### config.mk
export PLATFORM = sky130hd
export DESIGN_NAME = pipe_ctrl_flat
export DESIGN_NICKNAME = d
export VERILOG_FILES = /design/src/rtl/pipe_ctrl_if.sv /design/src/rtl/pipe_ctrl.sv /design/src/flat_wrapper.sv
export SDC_FILE = /design/constraint.sdc
export NUM_CORES = 1
export LEC_CHECK = 0
export ABC_AREA = 1
export BUFFER_PORTS_ARGS = -buffer_cell sky130_fd_sc_hd__buf_2
export CAP_MARGIN = 5
export CORE_MARGIN = 2
export CORE_UTILIZATION = 35
export CTS_CLUSTER_SIZE = 10
export DETAILED_ROUTE_END_ITERATION = 10
export SETUP_SLACK_MARGIN = 0.5
export SYNTH_ARGS = -nofsm -noshare
export SYNTH_HDL_FRONTEND = slang
export SYNTH_SLANG_ARGS = --single-unit
### constraint.sdc
create_clock -name clk -period 4.5 [get_ports clk]
set_clock_uncertainty 0.2 [all_clocks]
set_input_delay 1.125 -clock clk [delete_from_list [all_inputs] [get_ports clk]]
set_output_delay 1.125 -clock clk [all_outputs]
set_load 0.005 [all_outputs]
### src/rtl/pipe_ctrl_if.sv
// Pipeline control bundle: stall requests, exception
// info and debug pulses in; freeze/redirect/status out.
interface pipe_ctrl_if;
  logic        stallreq_id;
  logic        stallreq_ex;
  logic        stallreq_mem;
  logic [31:0] excepttype;
  logic [31:0] cp0_epc;
  logic        halt_req;
  logic        resume_req;
  logic [5:0]  stall;
  logic        flush;
  logic [31:0] new_pc;
  logic        halted;
  logic        stall_timeout;
  logic [31:0] stall_cycles;
  logic [15:0] flush_count;

  modport master (
    output stallreq_id, stallreq_ex, stallreq_mem,
    output excepttype, cp0_epc,
    output halt_req, resume_req,
    input  stall, flush, new_pc, halted,
    input  stall_timeout, stall_cycles, flush_count
  );

  modport slave (
    input  stallreq_id, stallreq_ex, stallreq_mem,
    input  excepttype, cp0_epc,
    input  halt_req, resume_req,
    output stall, flush, new_pc, halted,
    output stall_timeout, stall_cycles, flush_count
  );
endinterface

### src/rtl/pipe_ctrl.sv
// Pipeline control: stall/flush arbitration, debug halt,
// stall watchdog and perf counters. Ports: clk, rst, bus.
module pipe_ctrl #(
  parameter logic [31:0] EXC_VECTOR  = 32'h00000020,
  parameter logic [15:0] STALL_LIMIT = 16'd1024
) (
  input  logic       clk,
  input  logic       rst,
  pipe_ctrl_if.slave bus
);

  typedef enum logic [1:0] {
    RUN   = 2'd0,
    FLUSH = 2'd1,
    HALT  = 2'd2
  } state_t;

  localparam logic [31:0] ERET = 32'h0000000e;

  state_t      state_q, state_d;
  logic        pend_q, pend_d;
  logic        pend_eff;
  logic [5:0]  stall;
  logic        flush;
  logic [31:0] new_pc;
  logic [31:0] sc_q, sc_d;
  logic [15:0] fc_q, fc_d;
  logic [15:0] run_q, run_d;
  logic        to_q, to_d;

  always_ff @(posedge clk) begin
    if (rst) begin
      state_q <= RUN;
      pend_q  <= 1'b0;
      sc_q    <= '0;
      fc_q    <= '0;
      run_q   <= '0;
      to_q    <= 1'b0;
    end else begin
      state_q <= state_d;
      pend_q  <= pend_d;
      sc_q    <= sc_d;
      fc_q    <= fc_d;
      run_q   <= run_d;
      to_q    <= to_d;
    end
  end

  // A halt request seen this cycle counts as pending.
  assign pend_eff = pend_q | bus.halt_req;

  always_comb begin
    state_d = state_q;
    pend_d  = pend_q;
    stall   = '0;
    flush   = 1'b0;
    new_pc  = '0;
    unique case (state_q)
      RUN: begin
        if (bus.excepttype != '0) begin
          flush   = 1'b1;
          new_pc  = (bus.excepttype == ERET)
                  ? bus.cp0_epc : EXC_VECTOR;
          state_d = FLUSH;
          pend_d  = pend_eff;
        end else begin
          if (bus.stallreq_mem)
            stall = 6'b011111;
          else if (bus.stallreq_ex)
            stall = 6'b001111;
          else if (bus.stallreq_id)
            stall = 6'b000111;
          if (pend_eff) begin
            state_d = HALT;
            pend_d  = 1'b0;
          end
        end
      end
      FLUSH: begin
        state_d = pend_eff ? HALT : RUN;
        pend_d  = 1'b0;
      end
      HALT: begin
        stall = 6'b111111;
        if (bus.resume_req) begin
          state_d = RUN;
          pend_d  = bus.halt_req;
        end
      end
      default: begin
        state_d = RUN;
        pend_d  = 1'b0;
      end
    endcase
    if (rst) begin
      stall  = '0;
      flush  = 1'b0;
      new_pc = '0;
    end
  end

  always_comb begin
    sc_d  = sc_q + {31'd0, (stall != '0)};
    fc_d  = fc_q;
    if (flush && fc_q != 16'hFFFF)
      fc_d = fc_q + 16'd1;
    run_d = run_q;
    // Watchdog run length is frozen while halted.
    if (state_q != HALT) begin
      if (stall == '0)
        run_d = '0;
      else if (run_q >= STALL_LIMIT)
        run_d = STALL_LIMIT;
      else
        run_d = run_q + 16'd1;
    end
    to_d = to_q | (run_d == STALL_LIMIT);
  end

  assign bus.stall         = stall;
  assign bus.flush         = flush;
  assign bus.new_pc        = new_pc;
  assign bus.halted        = (state_q == HALT) & ~rst;
  assign bus.stall_timeout = to_q;
  assign bus.stall_cycles  = sc_q;
  assign bus.flush_count   = fc_q;

endmodule

### src/flat_wrapper.sv
// flat-port wrapper written by rule: the top's interface ports become plain ports
module pipe_ctrl_flat 
#(
  parameter logic [31:0] EXC_VECTOR  = 32'h00000020,
  parameter logic [15:0] STALL_LIMIT = 16'd1024
)
  (clk, rst, bus_stallreq_id, bus_stallreq_ex, bus_stallreq_mem, bus_excepttype, bus_cp0_epc, bus_halt_req, bus_resume_req, bus_stall, bus_flush, bus_new_pc, bus_halted, bus_stall_timeout, bus_stall_cycles, bus_flush_count);
  pipe_ctrl_if bus_i ();
  input  logic clk;
  input  logic rst;
  input wire logic [$bits(bus_i.stallreq_id)-1:0] bus_stallreq_id;
  input wire logic [$bits(bus_i.stallreq_ex)-1:0] bus_stallreq_ex;
  input wire logic [$bits(bus_i.stallreq_mem)-1:0] bus_stallreq_mem;
  input wire logic [$bits(bus_i.excepttype)-1:0] bus_excepttype;
  input wire logic [$bits(bus_i.cp0_epc)-1:0] bus_cp0_epc;
  input wire logic [$bits(bus_i.halt_req)-1:0] bus_halt_req;
  input wire logic [$bits(bus_i.resume_req)-1:0] bus_resume_req;
  output wire logic [$bits(bus_i.stall)-1:0] bus_stall;
  output wire logic [$bits(bus_i.flush)-1:0] bus_flush;
  output wire logic [$bits(bus_i.new_pc)-1:0] bus_new_pc;
  output wire logic [$bits(bus_i.halted)-1:0] bus_halted;
  output wire logic [$bits(bus_i.stall_timeout)-1:0] bus_stall_timeout;
  output wire logic [$bits(bus_i.stall_cycles)-1:0] bus_stall_cycles;
  output wire logic [$bits(bus_i.flush_count)-1:0] bus_flush_count;
  assign bus_i.stallreq_id = bus_stallreq_id;
  assign bus_i.stallreq_ex = bus_stallreq_ex;
  assign bus_i.stallreq_mem = bus_stallreq_mem;
  assign bus_i.excepttype = bus_excepttype;
  assign bus_i.cp0_epc = bus_cp0_epc;
  assign bus_i.halt_req = bus_halt_req;
  assign bus_i.resume_req = bus_resume_req;
  assign bus_stall = bus_i.stall;
  assign bus_flush = bus_i.flush;
  assign bus_new_pc = bus_i.new_pc;
  assign bus_halted = bus_i.halted;
  assign bus_stall_timeout = bus_i.stall_timeout;
  assign bus_stall_cycles = bus_i.stall_cycles;
  assign bus_flush_count = bus_i.flush_count;
  pipe_ctrl #(.EXC_VECTOR(EXC_VECTOR), .STALL_LIMIT(STALL_LIMIT)) u_core (.clk(clk), .rst(rst), .bus(bus_i));
endmodule
======== Word level (Yosys, flattened, before mapping) ========
Index checks and enable logic that the tools add are counted.
storage, ports and cells
  word-level logic and storage cells ...... 53
  flip-flop bits (word level) ............. 68
operators by class
  order comparisons ....................... 1
  muxes and demuxes ....................... 25
  eq/ne operators ......................... 8
  reduce and logical (&&, ||, !) cells .... 6
  bitwise gates (word level) .............. 4
  $add $sub $neg .......................... 3
operator list
  kind                                                                                    number
  32-bit two-way mux                                                                      4
  16-bit two-way mux                                                                      3
  16-bit by 1-bit adder with 16-bit output (second input constant)                        2
  32-bit by 1-bit adder with 32-bit output                                                1
  32-bit by 4-bit equality test with 1-bit output (second input constant)                 1
  32-bit nonzero test                                                                     1
  6-bit two-way mux                                                                       4
  16-bit by 11-bit equality test with 1-bit output (second input constant)                1
  16-bit by 11-bit greater-or-equal comparator with 1-bit output (second input constant)  1
  16-bit inequality test (second input constant)                                          1
  6-bit one-hot mux with 2 select lines                                                   1
  2-bit two-way mux                                                                       4
  6-bit logical NOT                                                                       1
  1-bit two-way mux                                                                       6
  2-bit one-hot mux with 3 select lines                                                   1
  6-bit nonzero test                                                                      1
  2-bit inequality test (second input constant)                                           2
  3-bit two-way mux                                                                       1
  3-bit by 1-bit inequality test with 1-bit output (second input constant)                1
  2-bit by 1-bit equality test with 1-bit output (second input constant)                  1
  2-bit equality test (second input constant)                                             1
  2-bit logical NOT                                                                       1
  1-bit OR                                                                                2
  1-bit one-hot mux with 2 select lines                                                   1
  4 further kinds                                                                         4

======== Logic depth before layout (Yosys ltp) ========
Gate-level depths: netlist (run 1).
  depth after elaboration ................. 11
  depth in mapped cells ................... 24
  depth with buffers taken out ............ 24

======== Worst setup path after synthesis (run 1) ========
OpenSTA, ideal clock, no wires.
  path type ............................... input-to-reg
  start point ............................. in bus_excepttype[31]
  end point ............................... reg u_core.sc_q[26] (netlist: u_core.bus.stall_cycles[26])
  setup time .............................. 116 ps
  slack ................................... 764 ps
  cell stages on the path ................. 24
  data arrival time ....................... 3420 ps
  path buffers ............................ 0
  path through ............................ nor2_1 > nand2_1 > nor2_1 > nand2_1 > nor2_4 > nand3_2 > nand2_4 > nand2_2 > inv_1 > ha_1 > ha_1 > nand2_1 > inv_2 > nand2_2 > nor2_4 > nand2_2 > nor2_4 > nand4_4 > nor2_4 > nand2_2 > nor3_4 > nand2_1 > o21ai_1 > a21oi_1
on the way
  cells in the longest elaborated chain, start to end .. 6
ends and longest elaborated chain
  element                                   RTL line            text
  from (decl)                               flat_wrapper.sv:14  input wire logic [$bits(bus_i.excepttype)-1:0] bus_excepttype;
  32-bit nonzero test                       pipe_ctrl.sv:60     if (bus.excepttype != '0) begin
  6-bit two-way mux                         pipe_ctrl.sv:60
  6-bit one-hot mux with 2 select lines     pipe_ctrl.sv:58     unique case (state_q)
  6-bit two-way mux                         pipe_ctrl.sv:95     if (rst) begin
  6-bit nonzero test                        pipe_ctrl.sv:103    sc_d = sc_q + {31'd0, (stall != '0)};
  32-bit by 1-bit adder with 32-bit output  pipe_ctrl.sv:103
  to (signal assigned)                      pipe_ctrl.sv:35     sc_q <= '0;
  to (signal assigned)                      pipe_ctrl.sv:42     sc_q <= sc_d;
  to (decl)                                 pipe_ctrl.sv:26     logic [31:0] sc_q, sc_d;
No other way between the ends.
A chain may end at the register's enable or synchronous reset.

======== Worst setup path in the final report (run 1) ========
  start point ............................. in bus_excepttype[23]
  end point ............................... out bus_new_pc[15]
on the way
  cells in the longest elaborated chain, start to end .. 5
  elaborated cells between the ends (all ways) .. 6
  classes of those cells .................. eq/ne (1); mux (4); reduce/logical (1)
ends and longest elaborated chain
  element                                          RTL line            text
  32-bit by 4-bit equality test with 1-bit output  pipe_ctrl.sv:62     new_pc = (bus.excepttype == ERET)
  32-bit two-way mux                               pipe_ctrl.sv:63     ? bus.cp0_epc : EXC_VECTOR;
  32-bit two-way mux (*)                           pipe_ctrl.sv:60
  32-bit two-way mux (*)                           pipe_ctrl.sv:58
  32-bit two-way mux (*)                           pipe_ctrl.sv:95
  to (decl)                                        flat_wrapper.sv:20  output wire logic [$bits(bus_i.new_pc)-1:0] bus_new_pc;
Mark *: on every way between the ends. The rest lies on a longest branch, timed or not.

==> impl_results.md, run 1 <==
- Diodes inserted: 0
- Core box area: 11300 µm²
- CTS root buf: clkbuf_16
- Detail Placement HPWL: 8620 µm
- Pleak: 0.00244 µW
- Seq/Total Area, Yosys: 33.9%
- Final setup violating endpoints: 0
- First-pass GRT wire length: 18500 µm
- Detailed-route DRC error count: 0
- DR pass1 iterations: 8
- Yosys reg bits: 68
- Final wirelength: 11400 µm
- Number of global-route vias before repair: 3954
- Required time of the critical path: 3.17 ns
- Area contributors post-synth: dfxtp_1 34%, nand2_1 12%, nor2_1 11%, inv_1 6.4%, a21oi_1 5.6%
- Vias per inst: 4.76
- Ys flop type: dfxtp_1
- Synth Instances: 609
- FILL cells: 1179
- RSZ-0062 raised after global routing: yes
- CTS tree: built
- Setup crit start kind: input port
- Clock Sinks: 68
- CP endpoint kind: output pin
- Layout Utilization: 47.4%
- Largest net degree at the start of global routing: 50
- CTS buffer count: 9
- Avg Cell Area, Syn: 6.59 µm²
- GR Overflow Total: 0
- PortBufs: 159
- Die W: 111 µm
- Antenna Violating Nets Remaining: 0
- Yosys warnings: 0
- Total die area: 12300 µm²
- Yosys top cell area share: 33.9%
- Period minus WS final: 3.85 ns
- DR WL/cell: 12.4 µm
- Fraction of registers with async set/reset: 0%
- Commonest cells in the netlist: 127 x nand2_1, 117 x nor2_1, 68 x dfxtp_1, 68 x inv_1, 45 x a21oi_1
- Slew Limit Headroom: 62.3%
- Measured slew at the worst slew-check pin: 0.566 ns
- TNS Setup: 0 ns
- Initial antenna violation count: 0
- Worst Path Max Fanout: 32
- Syn-to-layout area delta: 33.6%
- Worst Path Arrival: 2.53 ns
- HP Class: reg2reg
- VDD IR max: 245 µV
- Final Max Slew Viols: 0
- EDFF count, synth: 0
- H-tree depth: 3
- PwrDens: 279 nW/µm²
- GRT Total Usage: 17.9%
- Mapped Nets: 685
- Most numerous cell in the Yosys netlist: nand2_1
- Fmax achieved: 260 MHz
- Post-CTS Hold Buffers: 0
- Setup CP Type: in2out
- Hold Vio Cnt, Final: 0
- # IOs: 160
- Share of post-route cells with drive strength above 1: 30.3%
- Skew-Pair Late Insertion Delay: 0.33 ns
- Layout Nets: 847
- Inst Count DP: 895
- Longest Clk Path Bufs: 2
- Rows: 39
- Dpl cell area: 4920 µm²
- Final Instance Area: 5360 µm²
- Syn Std Cell Area: 4010 µm²
- Routed vias: 4375
- Clock slew at reported path FFs: 0.05 ns
- Cell accounting for the most synthesized area: dfxtp_1
- # Max-Cap Violations: 0
- Outcome: finished clean
- Non-filler cells, final: 919
- Pwr Total: 1500 µW
- Placer Congestion: 0.933
- Number of library cell types mapped by synthesis: 39
- Initial Utilization: 35.4%
- Part of the cycle the worst path needs: 85.6%
- Initial DRC count: 229
- Vert. Die Dim: 111 µm
## critical path, stage by stage
cell	delay, ns
buf_2	0.11
nor2_1	0.10
nand2_1	0.06
nor2_1	0.12
nand2_1	0.11
nor2_4	0.13
buf_4	0.13
nor3_2	0.04
nand2_1	0.13
buf_6	0.24
nor2_1	0.09
buf_2	0.13
## logic make-up (layout without fill, tap and decap cells)
group | Yosys count | count (layout) | synth area share (%)
AO/OA/AOI/OAI | 74 | 74 | 9.98
XOR/XNOR | 17 | 17 | 3.71
flip-flops | 68 | 68 | 33.9
adder cells (fa/ha/maj) | 5 | 5 | 1.56
buffers and inverters | 95 | 262 | 9.39
AND/OR/NAND/NOR | 350 | 350 | 41.4
## cells in the final DEF, fill, tap and decap left out, types with 4 or more instances in the layout
master	Yosys	routed
nand3_1	27	27
nor2_4	8	8
buf_4	3	10
xor2_1	12	12
clkbuf_16	0	9
o21ai_1	8	8
nand4_1	8	8
o21ai_0	11	11
nand2_2	6	5
inv_1	68	67
nor2_2	0	5
inv_2	7	8
nand2_1	127	127
dfxtp_1	68	68
xnor2_1	5	5
nor3b_1	4	4
nor2_1	117	112
a21oi_1	45	45
buf_2	1	159
nor3_1	32	31
## stage by stage
stage               hold slack (ns)  worst slack, ns
CTS                           0.248            0.617
global placement              0.234            0.365
global route                  0.274            0.431
detailed placement            0.239            0.285
floorplan                     0.236            0.764
finish                        0.242            0.648
## flip-flops by register name, indices dropped and copies added, names as in the netlist
| name | flops |
|---|---|
| u_core.bus.stall_timeout | 1 |
| u_core.bus.stall_cycles | 32 |
| u_core.bus.flush_count | 16 |
| u_core.pend_q | 1 |
| u_core.run_q | 16 |
| u_core.state_q | 2 |
## layout make-up
cell class                 count  area [µm²]  area share [%]
timing repair buffer         171         893            16.7
multi-input combinational    446        2320            43.3
tap                          143         179            3.34
clock buffer                   9         225            4.20
sequential                    68        1360            25.4
inverter                      75         282            5.25
clock inverter                 7        98.8            1.84
## power breakdown
part / total [µW] / switching [µW] / internal (µW)
Clock: 766 / 277 / 489
Combinational: 117 / 71.4 / 46.0
Sequential: 613 / 5.20 / 607
Total: 1500 / 354 / 1140
## layer usage
layer	vias to the layer above	wire length, µm	track usage, %
li1	2282	-	-
met1	1988	5420	24.5
met2	98	5460	29.2
met3	7	468	4.05
met4	0	67	3.54
met5	-	0	0
## worst paths after layout
path                                          startpoint  depth (start not counted)                     endpoint  slack [ns]
worst max-delay path                  bus_excepttype[23]                         12               bus_new_pc[15]        0.65
worst min-delay path            u_core.bus.stall_timeout                          2     u_core.bus.stall_timeout        0.24
worst max register to register         u_core.state_q[1]                         21  u_core.bus.stall_cycles[26]        1.22
worst min register to register  u_core.bus.stall_timeout                          2     u_core.bus.stall_timeout        0.24
## repair_timing
action | 4_1_cts | 5_1_grt
gates resized for setup | 0 | 14
endpoints found under the setup margin | 0 | 42
buffers inserted | 0 | 8
(Power assumes the default switching activity.)
==> run 2, diff against run 1 <==
- ABC_AREA: 1 -> not set
- PLACE_DENSITY: not set -> 0.65
- clock period: 4.5 -> 3.2 ns (I/O delays scaled with it)
==> run 2 against run 1 <==
Effect of this change:
- the flow now finishes with violations (negative setup slack)
- area after synthesis down 13%
- die area down 13%
- clock-buffer cell count unchanged
- sequential share of layout area down 1.8 points
- clock power up 5.0%
- highest routed layer unchanged
==> impl_results.md, run 2 <==
- Outcome: finished, violations left
- Failing checks: negative setup slack
- Most numerous cell in the Yosys netlist: nor2_1
- Fraction of registers with async set/reset: 0% (unchanged)
- Number of global-route vias before repair: 3618 (-8.5%)
- FF-to-FF path depth: 10 (-52%)
- Clock Sinks: 68 (unchanged)
- DR WL/cell: 15.1 µm (+21%)
- Final Max Slew Viols: 0 (unchanged)
- Fmax achieved: 287 MHz
- Non-filler cells, final: 765 (-17%)
- # IOs: 160 (unchanged)
- Most common cell after layout, fill and taps aside: buf_2
- Skew-Pair Late Insertion Delay: 0.36 ns (+0.03 ns)
- Yosys warnings: 0 (unchanged)
- Largest net degree at the start of global routing: 50 (unchanged)
- Synth Instances: 423 (-31%)
- Final setup violating endpoints: 45 (+45)
- VDD IR max: 176 µV (-28%)
- Area contributors post-synth: dfxtp_1 39%, nor2_1 7.7%, xnor2_1 6.8%, and2_1 5.9%, xor2_1 4.8%
- FF-to-FF End: u_core.bus.stall_cycles[30]
- Measured slew at the worst slew-check pin: 0.526 ns (-0.0404 ns)
- Clock slew at reported path FFs: 0.07 ns (+0.02 ns)
- CTS tree: built
- Layout Utilization: 59.4% (+12 points)
- Worst Hold End: u_core.run_q[11]
- Syn Std Cell Area: 3480 µm² (-13%)
- Setup crit start kind: input port
- Part of the cycle the worst path needs: 109%
- Antenna Violating Nets Remaining: 0 (unchanged)
- Yosys reg bits: 68 (unchanged)
- Layout Nets: 703 (-17%)
- Worst hold start: u_core.run_q[11]
- Vert. Die Dim: 104 µm (-6.6%)
- FILL cells: 850 (-28%)
- Worst Path Max Fanout: 8 (-75%)
- Commonest cells in the netlist: 71 x nor2_1, 68 x dfxtp_1, 33 x and2_1
- Post-route worst setup slack: -0.286 ns (-0.935 ns)
- Worst Hold Path Cells: 1 (-1)
- Rows: 36 (-7.7%)
- GRT Total Usage: 19.7% (+1.8 points)
- Detailed-route DRC error count: 0 (unchanged)
- CP endpoint kind: output pin
- Pleak: 0.00265 µW (+8.9%)
- H-tree depth: 3 (unchanged)
- Initial antenna violation count: 0 (unchanged)
- Placer Congestion: 0.912 (-2.2%)
- PortBufs: 159 (unchanged)
- Cell accounting for the most synthesized area: dfxtp_1
- Final wirelength: 11500 µm (+1.1%)
- Slew Limit Headroom: 65.0% (+2.7 points)
- Critical R2R Launch: u_core.state_q[0]
- Inst Count DP: 722 (-19%)
- Longest Clk Path Bufs: 2 (unchanged)
- Hold Vio Cnt, Final: 0 (unchanged)
- Diodes inserted: 0 (unchanged)
- Yosys top cell area share: 39.1% (+5.2 points)
- Dpl cell area: 4650 µm² (-5.5%)
- Reg-to-reg slack, setup: 0.45 ns (-0.77 ns)
- Seq/Total Area, Yosys: 39.1% (+5.2 points)
- PwrDens: 315 nW/µm² (+13%)
- Period minus WS final: 3.49 ns
- CTS buffer count: 9 (unchanged)
- Share of post-route cells with drive strength above 1: 49.2% (+19 points)
- Worst Path Arrival: 2.49 ns (-0.04 ns)
- Mapped Nets: 499 (-27%)
- Avg Cell Area, Syn: 8.23 µm² (+25%)
- Core box area: 9730 µm² (-14%)
- # Max-Cap Violations: 0 (unchanged)
- HP Class: reg2reg
- Total die area: 10800 µm² (-13%)
- Routed vias: 3843 (-12%)
- Detail Placement HPWL: 7720 µm (-10%)
- Max reg flops: 32 (unchanged)
- RSZ-0062 raised after global routing: yes
- Initial Utilization: 35.8% (+0.33 points)
- Syn-to-layout area delta: 66.0%
- Die W: 104 µm (-6.6%)
- First-pass GRT wire length: 17300 µm (-6.7%)
- DR pass1 iterations: 4 (-4)
- CTS root buf: clkbuf_8
- Initial DRC count: 133 (-42%)
- Required time of the critical path: 2.20 ns (-0.97 ns)
- Setup CP Type: in2out
- Post-CTS Hold Buffers: 0 (unchanged)
- Final Instance Area: 5780 µm² (+7.7%)
- Vias per inst: 5.02 (+5.5%)
- Number of library cell types mapped by synthesis: 41 (+5.1%)
- Ys flop type: dfxtp_1
- GR Overflow Total: 0 (unchanged)
- EDFF count, synth: 0 (unchanged)
- Commonest cells after routing, fill and taps aside: 122 x buf_2, 68 x dfxtp_1, 66 x buf_6, 61 x nor2_1, 25 x and2_4
## run 2: cell count changes in the layout (fill, tap and decap cells not counted), sizes merged, moves of 10 or more
cell,previous run,this run
xnor2,5,27
nor3,35,19
nor2,125,71
and2,0,33
nand2,135,20
inv,77,9
a21oi,45,7
and3,0,12
buf,171,212
o21ai,19,9
## run 2: layout make-up
class	count	area (µm²)	share of cell area, %
multi-input cells	328	2460	42.6
repair buffers	212	1530	26.6
flip-flops and latches	68	1360	23.6
well taps	133	166	2.88
clock buffers	9	124	2.14
clock inverters	7	98.8	1.71
inverters	8	30.0	0.520
## run 2: how the worst max path moves through the flow
stage,startpoint,end,cells after the start
floorplan,bus_excepttype[21],u_core.bus.stall_cycles[30],11
global route,bus_excepttype[11],bus_new_pc[21],10
global placement,bus_excepttype[9],u_core.bus.stall_cycles[30],12
finish,bus_excepttype[11],bus_new_pc[21],10
CTS,bus_excepttype[25],bus_new_pc[14],9
detailed placement,bus_excepttype[9],u_core.bus.stall_cycles[30],12
## run 2: worst max-delay path, cell delays in order
cell and delay, ns:
buf_6 0.10, nor4_4 0.27, nand4_1 0.19, nor2_2 0.20
buf_6 0.12, nand4_1 0.16, nor2_4 0.25, buf_6 0.15
and2_1 0.13, buf_2 0.12
## run 2: stage by stage
step	TNS, ns	setup slack, ns	hold WS, ns	total power, µW
floorplan	-2.09	-0.218	0.260	936
global placement	-10.87	-0.391	0.273	1010
detailed placement	-12.45	-0.433	0.277	1010
CTS	-4.51	-0.166	0.298	1820
global route	-12.92	-0.354	0.328	1890
finish	-9.00	-0.286	0.300	1820
## run 2: logic make-up (layout without fill, tap and decap cells)
group           after synthesis  count (layout)  share of synthesized area [%]
simple gates                234             234                           35.7
flops                        68              68                           39.1
xor+xnor                     46              46                           11.6
compound gates               41              41                           8.02
buf+inv                      27             236                           3.27
fa+ha+maj                     5               5                           1.80
mux                           2               2                          0.575
## run 2: layer usage
metal	GRT usage [%]	vias up	part of all wire (%)
li1	-	1884	-
met1	21.3	1804	39
met2	37.8	134	54
met3	3.71	21	4.5
met4	7.14	0	2.3
met5	0	-	0
## run 2: report_power, final
part / switching (µW) / internal (µW)
Sequential: 13.8 / 854
Clock: 362 / 442
Combinational: 74.1 / 75.7
Total: 449 / 1370
## run 2: timing repair
action,in CTS,in global routing
buffers inserted,15,10
endpoints found under the setup margin,59,67
pin swaps,29,46
cloned,0,2
resized for setup,58,93
